### src/rtl/decode_stage_pipe.sv
// MIPS ID stage: IF/ID latch, register file, operand forwarding, branch resolution and ID/EX register.
// Define BRANCH_LINK_EN to decode bltzal/bgezal and drive ex_link_we.
module decode_stage_pipe #(
   parameter int XLEN = 32,
   parameter int NREG = 32,
   parameter int AW   = 5
) (
   input  logic            clk,
   input  logic            reset,
   input  logic            if_valid,
   input  logic [31:0]     if_instr,
   input  logic [XLEN-1:0] if_pc4,
   input  logic            stall,
   input  logic            flush,
   input  logic            wb_we,
   input  logic [AW-1:0]   wb_addr,
   input  logic [XLEN-1:0] wb_data,
   input  logic [1:0]      fwd_rs_sel,
   input  logic [1:0]      fwd_rt_sel,
   input  logic [XLEN-1:0] fwd_ao,
   input  logic [XLEN-1:0] fwd_pc8,
   output logic            redirect,
   output logic [XLEN-1:0] redirect_pc,
   output logic            eret,
   output logic            ex_valid,
   output logic [31:0]     ex_instr,
   output logic [XLEN-1:0] ex_pc8,
   output logic [XLEN-1:0] ex_d1,
   output logic [XLEN-1:0] ex_d2,
   output logic [XLEN-1:0] ex_ext,
   output logic            ex_link_we
);

   logic            id_valid;
   logic [31:0]     id_instr;
   logic [XLEN-1:0] id_pc4;
   logic [XLEN-1:0] regs [NREG];

   logic [5:0]      op;
   logic [4:0]      rt_field;
   logic [5:0]      funct;
   logic [15:0]     imm;
   logic [AW-1:0]   rs_a;
   logic [AW-1:0]   rt_a;
   logic [XLEN-1:0] rf_rs;
   logic [XLEN-1:0] rf_rt;
   logic [XLEN-1:0] d1;
   logic [XLEN-1:0] d2;
   logic [XLEN-1:0] ext;
   logic [XLEN-1:0] br_target;
   logic [XLEN-1:0] j_target;
   logic            d1_neg;
   logic            d1_zero;
   logic            take;
   logic            is_link;
   logic [XLEN-1:0] target;

   assign op       = id_instr[31:26];
   assign rt_field = id_instr[20:16];
   assign funct    = id_instr[5:0];
   assign imm      = id_instr[15:0];
   assign rs_a     = AW'(id_instr[25:21]);
   assign rt_a     = AW'(id_instr[20:16]);

   always_ff @(posedge clk or posedge reset) begin
      if (reset) begin
         id_valid <= 1'b0;
         id_instr <= '0;
         id_pc4   <= '0;
      end else if (flush) begin
         id_valid <= 1'b0;
         id_instr <= '0;
      end else if (!stall) begin
         id_valid <= if_valid;
         id_instr <= if_instr;
         id_pc4   <= if_pc4;
      end
   end

   always_ff @(posedge clk or posedge reset) begin
      if (reset) begin
         for (int i = 0; i < NREG; i++) regs[i] <= '0;
      end else if (wb_we && wb_addr != '0) begin
         regs[wb_addr] <= wb_data;
      end
   end

   // Write-back in the same cycle as the read wins, so ID never sees a stale value.
   always_comb begin
      rf_rs = regs[rs_a];
      rf_rt = regs[rt_a];
      if (wb_we && wb_addr == rs_a) rf_rs = wb_data;
      if (wb_we && wb_addr == rt_a) rf_rt = wb_data;
      if (rs_a == '0) rf_rs = '0;
      if (rt_a == '0) rf_rt = '0;
   end

   always_comb begin
      d1 = rf_rs;
      case (fwd_rs_sel)
         2'b00:   d1 = rf_rs;
         2'b01:   d1 = fwd_ao;
         2'b10:   d1 = wb_data;
         default: d1 = fwd_pc8;
      endcase
   end

   always_comb begin
      d2 = rf_rt;
      case (fwd_rt_sel)
         2'b00:   d2 = rf_rt;
         2'b01:   d2 = fwd_ao;
         2'b10:   d2 = wb_data;
         default: d2 = fwd_pc8;
      endcase
   end

   // Logical immediates (andi/ori/xori/lui) are zero-extended.
   assign ext       = (op[5:2] == 4'b0011) ? {{(XLEN-16){1'b0}}, imm}
                                           : {{(XLEN-16){imm[15]}}, imm};
   assign br_target = id_pc4 + {{(XLEN-18){imm[15]}}, imm, 2'b00};
   assign j_target  = {id_pc4[XLEN-1:28], id_instr[25:0], 2'b00};
   assign d1_neg    = d1[XLEN-1];
   assign d1_zero   = (d1 == '0);

   always_comb begin
      take    = 1'b0;
      is_link = 1'b0;
      target  = br_target;
      case (op)
         6'h00: begin
            if (funct == 6'h08 || funct == 6'h09) begin
               take   = 1'b1;
               target = d1;
            end
         end
         6'h01: begin
            case (rt_field)
               5'b00000: take = d1_neg;
               5'b00001: take = !d1_neg;
`ifdef BRANCH_LINK_EN
               5'b10000: begin
                  take    = d1_neg;
                  is_link = 1'b1;
               end
               5'b10001: begin
                  take    = !d1_neg;
                  is_link = 1'b1;
               end
`endif
               default:  take = 1'b0;
            endcase
         end
         6'h02, 6'h03: begin
            take   = 1'b1;
            target = j_target;
         end
         6'h04:   take = (d1 == d2);
         6'h05:   take = (d1 != d2);
         6'h06:   take = d1_neg || d1_zero;
         6'h07:   take = !d1_neg && !d1_zero;
         default: take = 1'b0;
      endcase
   end

   assign redirect    = id_valid && !stall && !flush && take;
   assign redirect_pc = target;
   assign eret        = id_valid && !stall && (id_instr == 32'h4200_0018);

   always_ff @(posedge clk or posedge reset) begin
      if (reset) begin
         ex_valid <= 1'b0;
         ex_instr <= '0;
         ex_pc8   <= '0;
         ex_d1    <= '0;
         ex_d2    <= '0;
         ex_ext   <= '0;
      end else if (flush || stall) begin
         ex_valid <= 1'b0;
         ex_instr <= '0;
         ex_pc8   <= '0;
         ex_d1    <= '0;
         ex_d2    <= '0;
         ex_ext   <= '0;
      end else begin
         ex_valid <= id_valid;
         ex_instr <= id_instr;
         ex_pc8   <= id_pc4 + XLEN'(4);
         ex_d1    <= d1;
         ex_d2    <= d2;
         ex_ext   <= ext;
      end
   end

`ifdef BRANCH_LINK_EN
   always_ff @(posedge clk or posedge reset) begin
      if (reset)               ex_link_we <= 1'b0;
      else if (flush || stall) ex_link_we <= 1'b0;
      else                     ex_link_we <= id_valid && is_link && take;
   end
`else
   assign ex_link_we = 1'b0;
`endif

endmodule

### config.mk
export PLATFORM = sky130hd
export DESIGN_NAME = decode_stage_pipe
export DESIGN_NICKNAME = d
export VERILOG_FILES = /design/src/rtl/decode_stage_pipe.sv
export SDC_FILE = /design/constraint.sdc
export NUM_CORES = 2
export LEC_CHECK = 0
export ABC_CLOCK_PERIOD_IN_PS = 113500
export CORE_ASPECT_RATIO = 0.8
export CORE_MARGIN = 10
export CORE_UTILIZATION = 67
export CTS_BUF_LIST = sky130_fd_sc_hd__clkbuf_2
export DETAILED_ROUTE_END_ITERATION = 8
export PLACE_DENSITY = 0.91
export SYNTH_ARGS = -nofsm -noshare
export SYNTH_HDL_FRONTEND = slang
export SYNTH_SLANG_ARGS = --single-unit
export TNS_END_PERCENT = 50
### constraint.sdc
create_clock -name clk -period 113.5 [get_ports clk]
set_clock_uncertainty 0.15 [all_clocks]
set_input_delay 22.7 -clock clk [delete_from_list [all_inputs] [get_ports clk]]
set_output_delay 22.7 -clock clk [all_outputs]
set_load 0.01 [all_outputs]
==> results.rst <==
.. list-table::
   :header-rows: 1

   * - Metric
     - Value
   * - Predominant post-synthesis flop cell
     - sky130_fd_sc_hd__dfrtp_1
   * - Routability congestion estimate from global placement
     - about 1.0
   * - Worst min path class
     - flip-flop to flip-flop
   * - Placeable core area
     - approximately 0.097 sq mm
   * - Boundary pin count
     - between 300 and 400
   * - Iteration count of the initial detailed-routing pass
     - 9
   * - Mapped cell area
     - roughly 0.066 sq mm
   * - Die height
     - 300.5 microns
   * - Worst hold margin
     - approximately 0.25 ns
   * - Number of hold violations in the final report
     - 0
   * - Aggregate global routing overflow
     - 0
   * - Routed length per placed instance
     - approximately 37 microns
   * - Hold buffer count at cts
     - 0
   * - Crit path capture type
     - primary output
   * - Count of nets after finishing
     - between 5000 and 6000
   * - Global-route wire length before repair
     - 354500 microns
   * - Largest buffer count on any clock path
     - 4
   * - Cells on worst reg2reg path
     - 10
   * - Starting Density
     - 0.6777
   * - Commonest cells after routing, fill and taps aside
     - sky130_fd_sc_hd__dfrtp_1 (1209), sky130_fd_sc_hd__mux2_2 (1007), sky130_fd_sc_hd__mux4_2 (483)
   * - Detail-routed via count per cell
     - approximately 7.6
   * - Number of maximum-capacitance constraint violations
     - 1
   * - DRC errors left
     - 36
   * - Min Tclk post-route
     - about 51 ns
   * - Later-pin clock latency in the skew report
     - between 1.5 and 2 ns
   * - Detailed placement HPWL
     - around 160000 microns
   * - Site Rows
     - between 100 and 150
   * - Number of instances in the synthesized netlist
     - around 4900
   * - Wirelength, routed
     - roughly 250000 microns
   * - Aggregate negative setup slack
     - 0 ns
   * - Crit path DAT
     - approximately 29 ns
   * - Power density cells
     - 15.80 mW/mm^2
   * - Most area-consuming cells after synthesis
     - sky130_fd_sc_hd__dfrtp_1 (46%), sky130_fd_sc_hd__mux2_2 (17%), sky130_fd_sc_hd__mux4_2 (17%), sky130_fd_sc_hd__mux2i_1 (2.9%), sky130_fd_sc_hd__clkbuf_1 (2.0%)
   * - Number of nets with antenna violations after detailed routing
     - 0
   * - Layout overhead on the synthesized area
     - 10.57%
   * - Post-synth top area cell
     - sky130_fd_sc_hd__dfrtp_1
   * - Clock tree from TritonCTS
     - done
   * - Relative max-transition margin
     - -0.06908
   * - Number of library cell types mapped by synthesis
     - between 70 and 80
   * - IR Drop Worst-Case VDD
     - roughly 12 uV
   * - Layout fillers
     - between 5000 and 6000
   * - Violated checks
     - design-rule violations, max-capacitance violations, max-slew violations
   * - Post_cts resized
     - 0
   * - Clock root buffer
     - sky130_fd_sc_hd__clkbuf_2
   * - Final standard cell utilization of the core
     - 0.7493
   * - Total routing resource utilization after global routing
     - 0.4412
   * - Post-synthesis sequential area ratio
     - 0.4628
   * - Number of H-tree levels
     - 5
   * - Syn_nets
     - just over 5000
   * - Setup violators final
     - 0
   * - Run status
     - complete, but fails checks
   * - Count of yosys warnings during synthesis
     - 0
   * - Width of the die
     - between 300 and 400 microns
   * - Synth Register Bits
     - 1219
   * - Unrepaired setup endpoints after global routing
     - false
   * - Leading cell type in the layout, fill and taps excluded
     - sky130_fd_sc_hd__dfrtp_1
   * - Final count of pins violating max slew
     - 12
   * - Number of global-route vias before repair
     - 50970
   * - Worst-margin pin slew
     - approximately 1.6 ns
   * - Number of synthesized flops with an enable pin
     - 0
   * - P_leak
     - 31.78 nW
   * - Proportion of register bits with asynchronous set or reset after synthesis
     - 1.000
   * - DR iter-0 viols
     - 8886
   * - Type of element launching the critical path
     - input port
   * - Fraction of final layout cells with drive strength greater than 1
     - 0.3959
   * - Critical setup path kind
     - input port to primary output
   * - Full die area
     - about 0.11 sq mm
   * - Synth top area share
     - 0.4628
   * - TritonCTS Buffers
     - 310
   * - Number of antenna violations at the first check in global routing
     - 27
   * - Post-CTS repair timing setup buffer count
     - 0
   * - Maximum operating frequency
     - approximately 19 MHz
   * - Count of buffers inserted at the top-level ports
     - 369
   * - Final critical-path share of the clock period
     - 0.4526
   * - Number of cells on the worst hold path
     - 0
   * - Maximum number of pins on one net before global-route repair
     - between 150 and 200
   * - Number of clock sinks seen by CTS
     - 1219
   * - Syn_area_per_cell
     - around 13 sq um
   * - Biggest fanout along the worst timing path
     - 14
   * - Via total after detailed routing
     - just over 50000
   * - Clock slew seen by the registers of the worst setup and hold paths
     - 0.08 ns
   * - Critical path data required time
     - about 91 ns
layout make-up:
| type | count | area (sq um) | area share |
|---|---|---|---|
| Inverter | 25 | 101.3 | 0.001391 |
| Antenna cell | 21 | 52.55 | 0.0007212 |
| Clock inverter | 56 | 347.8 | 0.004773 |
| Sequential cell | 1219 | 30530 | 0.4190 |
| Tap cell | 1300 | 1627 | 0.02232 |
| Clock buffer | 438 | 2192 | 0.03008 |
| Timing Repair Buffer | 503 | 4725 | 0.06484 |
| Multi-Input combinational cell | 3195 | 33290 | 0.4569 |
power breakdown:
part	total, mW	internal, mW	switching [mW]
Clock	0.297	0.113	0.185
Sequential	0.569	0.507	0.0621
Combinational	0.285	0.147	0.138
Total	1.15	0.767	0.384
sequential cells by signal, summed over array words and instances (netlist names):
register / count
ex_d2: 32
id_instr: 32
id_pc4: 32
ex_valid: 1
ex_pc8: 32
ex_instr: 16
id_valid: 1
ex_d1: 32
regs: 1024
ex_ext: 17
layer usage:
| metal | up-vias | track usage | share of wire | routed length, microns |
|---|---|---|---|---|
| met5 | - | 0.002621 | 0.00085 | 213 |
| met4 | 26 | 0.2954 | 0.081 | 20290 |
| met3 | 1260 | 0.2498 | 0.18 | 44150 |
| met2 | 4790 | 0.5867 | 0.40 | 100400 |
| met1 | 25820 | 0.5426 | 0.34 | 84330 |
| li1 | 19390 | - | - | - |
cells by family after synthesis:
family | Yosys count | synth area share
compound gates | 560 | 0.05811
other cells | 1 | 0.00005690
flops | 1219 | 0.4628
buf+inv | 533 | 0.03664
xor+xnor | 87 | 0.01156
mux | 1688 | 0.3673
fa+ha+maj | 31 | 0.005999
simple gates | 828 | 0.05752
worst paths after layout:
check | startpoint | end | slack [ns]
max in group asynchronous | reset | regs[93] | 88.45
max | wb_addr[0] | redirect | 62.13
min | regs[1009] | regs[1009] | 0.25
max reg2reg | id_instr[22] | ex_d1[13] | 107.07
min reg2reg | regs[1009] | regs[1009] | 0.25
min in group asynchronous | reset | ex_instr[19] | 21.44
synth_stat cells (all sizes together), types with 31 or more instances:
cell type  instances
a21oi             85
a22oi             68
and2              53
buf              159
clkbuf           349
dfrtp           1219
mux2            1011
mux2i            194
mux4             483
nand2            317
nand3             48
nor2             227
o21ai            138
o221ai            31
xnor2             38
xor2              49
critical path: stages:
cell                              delay (ns)
sky130_fd_sc_hd__clkdlybuf4s50_1        0.64
sky130_fd_sc_hd__xnor2_1                0.72
sky130_fd_sc_hd__nand2_1                0.40
sky130_fd_sc_hd__o21ai_1                0.22
sky130_fd_sc_hd__buf_4                  0.30
sky130_fd_sc_hd__a211oi_1               0.09
sky130_fd_sc_hd__a222oi_1               1.33
sky130_fd_sc_hd__xor2_1                 0.21
sky130_fd_sc_hd__nand4_1                0.15
sky130_fd_sc_hd__nor4_1                 0.39
sky130_fd_sc_hd__nand4_1                0.29
sky130_fd_sc_hd__mux2i_1                0.24
sky130_fd_sc_hd__o211a_1                0.26
sky130_fd_sc_hd__clkdlybuf4s50_1        0.58
stage by stage:
step	instances	setup WS [ns]	cell area [sq um]	power (mW)
2_1_floorplan	4947	56.30	65910	0.7463
3_3_place_gp	6242	62.63	70270	0.8294
3_5_place_dp	6242	62.50	70270	0.8477
4_1_cts	6736	62.46	72810	1.136
5_1_grt	6740	62.07	72830	1.189
6_report	6757	62.13	72870	1.151
Note: power is estimated with default switching activity, not from simulation.
